[config.mk]
export PLATFORM = sky130hd
export DESIGN_NAME = aes0_job_arbiter
export DESIGN_NICKNAME = d
export VERILOG_FILES = /design/src/rtl/aes0_arb_pkg.sv /design/src/rtl/rr_arbiter.sv /design/src/rtl/aes0_job_arbiter.sv
export SDC_FILE = /design/constraint.sdc
export NUM_CORES = 1
export LEC_CHECK = 0
export ABC_AREA = 1
export ABC_CLOCK_PERIOD_IN_PS = 2530
export BUFFER_PORTS_ARGS = -buffer_cell sky130_fd_sc_hd__buf_2
export CELL_PAD_IN_SITES_DETAIL_PLACEMENT = 1
export CELL_PAD_IN_SITES_GLOBAL_PLACEMENT = 1
export CORE_AREA = 8 8 510 512
export DETAILED_ROUTE_END_ITERATION = 8
export DIE_AREA = 0 0 518 520
export PLACE_DENSITY_LB_ADDON = 0.3
export SLEW_MARGIN = 30
export SYNTH_ARGS = -nofsm -noshare
export SYNTH_HDL_FRONTEND = slang
export SYNTH_SLANG_ARGS = --single-unit
[constraint.sdc]
create_clock -name clk_i -period 2.53 [get_ports clk_i]
set_input_delay 0.253 -clock clk_i [delete_from_list [all_inputs] [get_ports clk_i]]
set_output_delay 0.253 -clock clk_i [all_outputs]
set_load 0.01 [all_outputs]
[src/rtl/aes0_arb_pkg.sv]
// Shared types for the AES-192 job arbiter: FSM states, job operands and the
// debug-mode key policy.
package aes0_arb_pkg;

    typedef enum logic [1:0] {
        IDLE,
        RUN,
        RESP,
        DRAIN
    } arb_state_e;

    typedef logic [1:0]   key_sel_t;
    typedef logic [127:0] block_t;

    typedef struct packed {
        key_sel_t key_sel;
        block_t   p_c;
        block_t   state;
    } job_t;

    localparam key_sel_t KEY_SEL_DEBUG_SAFE = 2'b10;

    // In debug mode only the upper key banks (2/3) may be used.
    function automatic logic key_allowed(input logic debug_mode, input key_sel_t key_sel);
        return !debug_mode || ((key_sel & KEY_SEL_DEBUG_SAFE) != 2'b00);
    endfunction

endpackage

[src/rtl/rr_arbiter.sv]
// Combinational round-robin picker: first asserted request at or above the
// pointer, wrapping around, wins.
module rr_arbiter #(
    parameter int NUM_REQ = 3,
    parameter int ID_W    = $clog2(NUM_REQ)
) (
    input  logic [NUM_REQ-1:0] req_i,
    input  logic [ID_W-1:0]    rr_ptr_i,
    output logic [NUM_REQ-1:0] grant_o,
    output logic [ID_W-1:0]    winner_o,
    output logic               any_req_o
);

    int              sum;
    logic [ID_W-1:0] idx;
    logic            found;

    always_comb begin
        grant_o   = '0;
        winner_o  = '0;
        any_req_o = 1'b0;
        found     = 1'b0;
        sum       = 0;
        idx       = '0;
        for (int i = 0; i < NUM_REQ; i++) begin
            sum = int'(rr_ptr_i) + i;
            if (sum >= NUM_REQ) begin
                sum = sum - NUM_REQ;
            end
            idx = ID_W'(sum);
            if (!found && req_i[idx]) begin
                found        = 1'b1;
                grant_o[idx] = 1'b1;
                winner_o     = idx;
            end
        end
        any_req_o = found;
    end

endmodule

[src/rtl/aes0_job_arbiter.sv]
// Round-robin job scheduler in front of one aes_192_sed engine.
// Optional engine watchdog: define AES0_ARB_WATCHDOG_EN.
module aes0_job_arbiter
    import aes0_arb_pkg::*;
#(
    parameter int NUM_REQ        = 3,
    parameter int ID_W           = $clog2(NUM_REQ),
    parameter int TIMEOUT_CYCLES = 1024
) (
    input  logic                      clk_i,
    input  logic                      rst_i,
    input  logic [NUM_REQ-1:0]        req_valid_i,
    output logic [NUM_REQ-1:0]        req_ready_o,
    input  logic [NUM_REQ-1:0][1:0]   req_key_sel_i,
    input  logic [NUM_REQ-1:0][127:0] req_p_c_i,
    input  logic [NUM_REQ-1:0][127:0] req_state_i,
    output logic [NUM_REQ-1:0]        resp_valid_o,
    input  logic [NUM_REQ-1:0]        resp_ready_i,
    output logic [127:0]              resp_ct_o,
    output logic                      resp_err_o,
    input  logic                      debug_mode_i,
    output logic                      eng_start_o,
    output logic [1:0]                eng_key_sel_o,
    output logic [127:0]              eng_p_c_o,
    output logic [127:0]              eng_state_o,
    input  logic [127:0]              eng_ct_i,
    input  logic                      eng_valid_i,
    output logic                      busy_o,
    output logic [ID_W-1:0]           grant_id_o
);

    arb_state_e         state_q, state_d;
    logic [ID_W-1:0]    rr_ptr_q;
    logic [ID_W-1:0]    grant_id_q;
    job_t               job_q;
    job_t               win_job;
    block_t             resp_ct_q;
    logic               resp_err_q;

    logic [NUM_REQ-1:0] arb_grant;
    logic [ID_W-1:0]    arb_winner;
    logic               arb_any;

    logic               take_job;
    logic               eng_done;
    logic               wd_hit;
    logic               wd_expired;
    logic               resp_taken;
    logic               drain_done;

    rr_arbiter #(
        .NUM_REQ (NUM_REQ),
        .ID_W    (ID_W)
    ) u_rr_arbiter (
        .req_i     (req_valid_i),
        .rr_ptr_i  (rr_ptr_q),
        .grant_o   (arb_grant),
        .winner_o  (arb_winner),
        .any_req_o (arb_any)
    );

    always_comb begin
        win_job.key_sel = req_key_sel_i[arb_winner];
        win_job.p_c     = req_p_c_i[arb_winner];
        win_job.state   = req_state_i[arb_winner];
    end

`ifdef AES0_ARB_WATCHDOG_EN
    logic [31:0] wd_cnt_q;

    // Counts RUN cycles; held at zero in every other state so each job starts fresh.
    always_ff @(posedge clk_i) begin
        if (rst_i || state_q != RUN) begin
            wd_cnt_q <= '0;
        end else begin
            wd_cnt_q <= wd_cnt_q + 32'd1;
        end
    end

    assign wd_hit = (state_q == RUN) && (wd_cnt_q == 32'(TIMEOUT_CYCLES - 1));
`else
    logic unused_timeout;
    assign unused_timeout = ^TIMEOUT_CYCLES;
    assign wd_hit         = 1'b0;
`endif

    always_comb begin
        state_d    = state_q;
        take_job   = 1'b0;
        eng_done   = 1'b0;
        wd_expired = 1'b0;
        resp_taken = 1'b0;
        drain_done = 1'b0;
        case (state_q)
            IDLE: begin
                if (arb_any && !rst_i) begin
                    take_job = 1'b1;
                    state_d  = key_allowed(debug_mode_i, win_job.key_sel) ? RUN : RESP;
                end
            end
            RUN: begin
                if (eng_valid_i) begin
                    eng_done = 1'b1;
                    state_d  = RESP;
                end else if (wd_hit) begin
                    wd_expired = 1'b1;
                    state_d    = RESP;
                end
            end
            RESP: begin
                if (resp_ready_i[grant_id_q]) begin
                    resp_taken = 1'b1;
                    state_d    = DRAIN;
                end
            end
            DRAIN: begin
                // The engine may keep out_valid high after the capture.
                if (!eng_valid_i) begin
                    drain_done = 1'b1;
                    state_d    = IDLE;
                end
            end
            default: state_d = IDLE;
        endcase
    end

    always_ff @(posedge clk_i) begin
        if (rst_i) begin
            state_q    <= IDLE;
            rr_ptr_q   <= '0;
            grant_id_q <= '0;
            job_q      <= '0;
            resp_ct_q  <= '0;
            resp_err_q <= 1'b0;
        end else begin
            state_q <= state_d;
            if (take_job) begin
                job_q      <= win_job;
                grant_id_q <= arb_winner;
                rr_ptr_q   <= (arb_winner == ID_W'(NUM_REQ - 1)) ? '0 : arb_winner + ID_W'(1);
                if (state_d == RESP) begin
                    resp_err_q <= 1'b1;
                    resp_ct_q  <= '0;
                end
            end
            if (eng_done) begin
                resp_ct_q  <= eng_ct_i;
                resp_err_q <= 1'b0;
            end
            if (wd_expired) begin
                resp_ct_q  <= '0;
                resp_err_q <= 1'b1;
            end
            if (resp_taken) begin
                resp_ct_q  <= '0;
                resp_err_q <= 1'b0;
            end
            // Scrub operands so no plaintext lingers between jobs.
            if (drain_done) begin
                job_q      <= '0;
                resp_ct_q  <= '0;
                resp_err_q <= 1'b0;
            end
        end
    end

    assign req_ready_o   = take_job ? arb_grant : '0;
    assign resp_valid_o  = (state_q == RESP) ? ({{(NUM_REQ-1){1'b0}}, 1'b1} << grant_id_q) : '0;
    assign resp_ct_o     = resp_ct_q;
    assign resp_err_o    = resp_err_q;
    assign eng_start_o   = (state_q == RUN);
    assign eng_key_sel_o = job_q.key_sel;
    assign eng_p_c_o     = job_q.p_c;
    assign eng_state_o   = job_q.state;
    assign busy_o        = (state_q != IDLE);
    assign grant_id_o    = grant_id_q;

endmodule
==> metrics.md <==
| Metric | Value |
|---|---|
| Top Layer Used | `met5` |
| CTS tree | `done` |
| Clock skew | `37.1 ps` |
| Int Pwr | `29.9 mW` |
| Mapped Area | `18400 um2` |
| RSZ-0062 raised after global routing | `yes` |
| Synth Flop Type | `dfxtp_1` |
| Vias in the first global route | `32600` |
| CTS root buffer | `clkbuf_16` |
| Die X | `518 um` |
| Final Max Tran Viols | `0` |
| Psw | `23.4 mW` |
| I/O Buffers | `1308` |
| First-pass GRT wire length | `293 mm` |
| Vias after detailed routing | `roughly 30000` |
| CP Capture Type | `flop` |
| Synth area leader | `dfxtp_1` |
| Final GP Congestion | `between 0.9 and 1` |
| Max transition margin | `67.9%` |
| Max FO, Critical Path | `7` |
| Cell Pwr Density | `around 1200 nW/um2` |
| Avg Vias per Cell | `about 3.6` |
| Min-Delay Path Depth | `4` |
| Synth unique cells | `31` |
| Post-synth top area share | `42.7%` |
| Cell count after synthesis | `about 2400` |
| Combinational Power Share | `64.9%` |
| M1 WL | `87.9 mm` |
| Placement-stage worst setup slack | `-324 ps` |
| Number of buffers created by CTS | `60` |
| CTS clk-pin slew, worst paths | `60 ps` |
| Flop pwr share | `18.3%` |
| Worst skew pair latency | `slightly above 700 ps` |
| Largest net degree at the start of global routing | `81` |
| Outcome | `finished, violations left` |
| Post-route minimum period | `2840 ps` |
| Final ANT Viol Nets | `0` |
| WHS | `57.7 ps` |
| Average cell area after synthesis | `7.58 um2` |
| Fmax | `approximately 0.35 GHz` |
| P&R area growth vs syn | `148%` |
| Final wirelength | `roughly 220 mm` |
| Share of post-route cells with drive strength above 1 | `43.1%` |
| GRT Overall Usage | `15.6%` |
| Pleak | `19.1 nW` |
| DR pass1 iterations | `5` |
| Max VDD drop | `581 uV` |
| Antenna violations before repair | `between 200 and 250` |
| Top post-synthesis cells by area | `dfxtp_1, nand2_1, o211ai_1` |
| Most frequent cells in the layout | `buf_2, dlygate4sd3_1, nand2_1` |
| CP arrival | `~3400 ps` |
| Placed Area | `30200 um2` |
| Wire length on met2 | `109 mm` |
| Full die area | `269000 um2` |
| DP Wirelength | `169 mm` |
| Post-Layout Inst Area | `around 46000 um2` |
| Final setup fails | `around 350` |
| Switch share | `43.9%` |
| GRT overflow | `0` |
| Syn. warnings | `0` |
| Worst Hold Class | `in2reg` |
| Final Hold Viols | `0` |
| Startpoint Class | `flop` |
| Max Cap Viol | `0` |
| Most common cell after layout, fill and taps aside | `buf_2` |
| Finished Layout Cells | `8293` |
| WS Path Type | `reg2reg` |
| Synthesis-stage register bit count | `approximately 390` |
| Clk network pwr share | `approximately 17%` |
| # IOs | `1309` |
| CTS H-tree lvls | `2` |
| Util after Layout | `a little under a fifth` |
| Routed WL per cell | `26.9 um` |
| Seq/Total Area, Yosys | `42.7%` |
| CTS Buffer Depth | `3` |
| Reg2reg path depth | `19` |
| Least-Margin Pin Slew | `between 400 and 500 ps` |
| Req. time, crit path | `3090 ps` |
| Initial Util | `approximately 7.3%` |
| Asr flop ratio synth | `0%` |
| Dpl cells | `roughly 7000` |
| Die Ht | `520 um` |
| DRT iter0 DRCs | `around 1600` |
| Core region area | `between 200000 and 300000 um2` |
| Clock sinks | `393` |
| Post-synth EDFFs | `0` |
| Residual DRC | `0` |
| DR WL met3 | `17.4 mm` |
| Syn nets | `3348` |
| Violated checks | `setup timing` |
| Rows | `185` |
| Final period util | `112%` |
| Layout Nets | `5739` |
| PnR worst setup slack | `-309 ps` |
-- final cells by class --
type                    instances  area [um2]
clock inverters                24         307
multi-input cells            1775       10000
well taps                    3366        4210
inverters                      39         203
repair inverters                1        16.3
repair buffers               2553       21200
diodes                         57         143
flip-flops and latches        393        7870
fillers                     30000      207000
clock buffers                  85        1710
-- sequential cells by signal (all words and copies together) (netlist names) --
signal,cells
resp_err_o,1
eng_state_o,128
state_q,2
eng_p_c_o,128
rr_ptr_q,2
eng_key_sel_o,2
grant_id_o,2
resp_ct_o,128
-- kinds of logic (layout without fill, tap and decap cells) --
family          after synthesis  count (layout)  share of synthesized area (%)
compound gates              644             644                           22.7
fa+ha+maj                     4               4                          0.272
buf+inv                     264            2702                           6.36
flops                       393             393                           42.7
other cells                   0              57                              0
simple gates               1127            1127                           27.9
-- power by group through the flow --
stage          Combinational, mW  Clock [mW]  Sequential (mW)
3_5_place_dp                22.2           0             9.84
2_1_floorplan               8.97           0             10.6
3_3_place_gp                22.0           0             9.78
6_report                    34.7        8.92             9.80
4_1_cts                     33.0        9.34             9.75
5_1_grt                     36.8        9.46             10.0
-- routing by layer --
| metal | vias up | global-route usage, % |
|---|---|---|
| met5 | - | 0 |
| met4 | 86 | 4.80 |
| met3 | 381 | 4.76 |
| met2 | 1545 | 27.6 |
| met1 | 14500 | 17.9 |
| li1 | 13400 | - |
-- final timing paths --
kind | from | to | slack [ps]
max reg2reg | rr_ptr_q[0]$_SDFFE_PP0P_ | eng_state_o[5]$_SDFFE_PP0P_ | -310
max | rr_ptr_q[0]$_SDFFE_PP0P_ | eng_state_o[5]$_SDFFE_PP0P_ | -310
min | req_state_i[86] | eng_state_o[86]$_SDFFE_PP0P_ | 60
min reg2reg | resp_err_o$_SDFFE_PP0P_ | resp_err_o$_SDFFE_PP0P_ | 450
-- critical path, cell delays in order (launching register included) --
cell,delay [ps]
dfxtp_2,350
inv_2,60
ha_4,300
inv_4,40
buf_4,140
nand3_2,80
nand2_2,110
nand2_4,100
nand2_4,50
nand2_4,80
buf_12,100
nand2_8,50
buf_12,140
buf_16,150
buf_12,130
buf_16,140
buf_8,140
or2_4,280
o211ai_1,100
a31oi_1,110
-- cells in the mapped netlist, types with 4 or more instances --
cell type    n
nand2_1    681
dfxtp_1    393
o211ai_1   258
or2_2      257
a31oi_1    244
nand3_1    159
a21oi_1    132
clkbuf_1   121
buf_2       74
inv_1       32
buf_4       15
nor2_1      13
buf_1       10
inv_2        7
nor3_1       5
buf_6        4
ha_1         4
o21ai_0      4
-- repair_timing --
item,CTS,global route
pin swaps,71,197
gates cloned,54,20
gates resized for setup,280,204
hold endpoints to repair,391,0
setup buffers,82,44
hold buffers,886,0
endpoints found under the setup margin,393,393
-- per-stage QoR --
stage | total power, mW | TNS [ps]
after global placement | 31.8 | -68830
after detailed placement | 32.0 | -79750
final | 53.4 | -46760
after global routing | 56.3 | -98890
after floorplan | 19.5 | 0
after CTS | 52.1 | -68470
No activity file was read; power rests on OpenSTA's default activity.
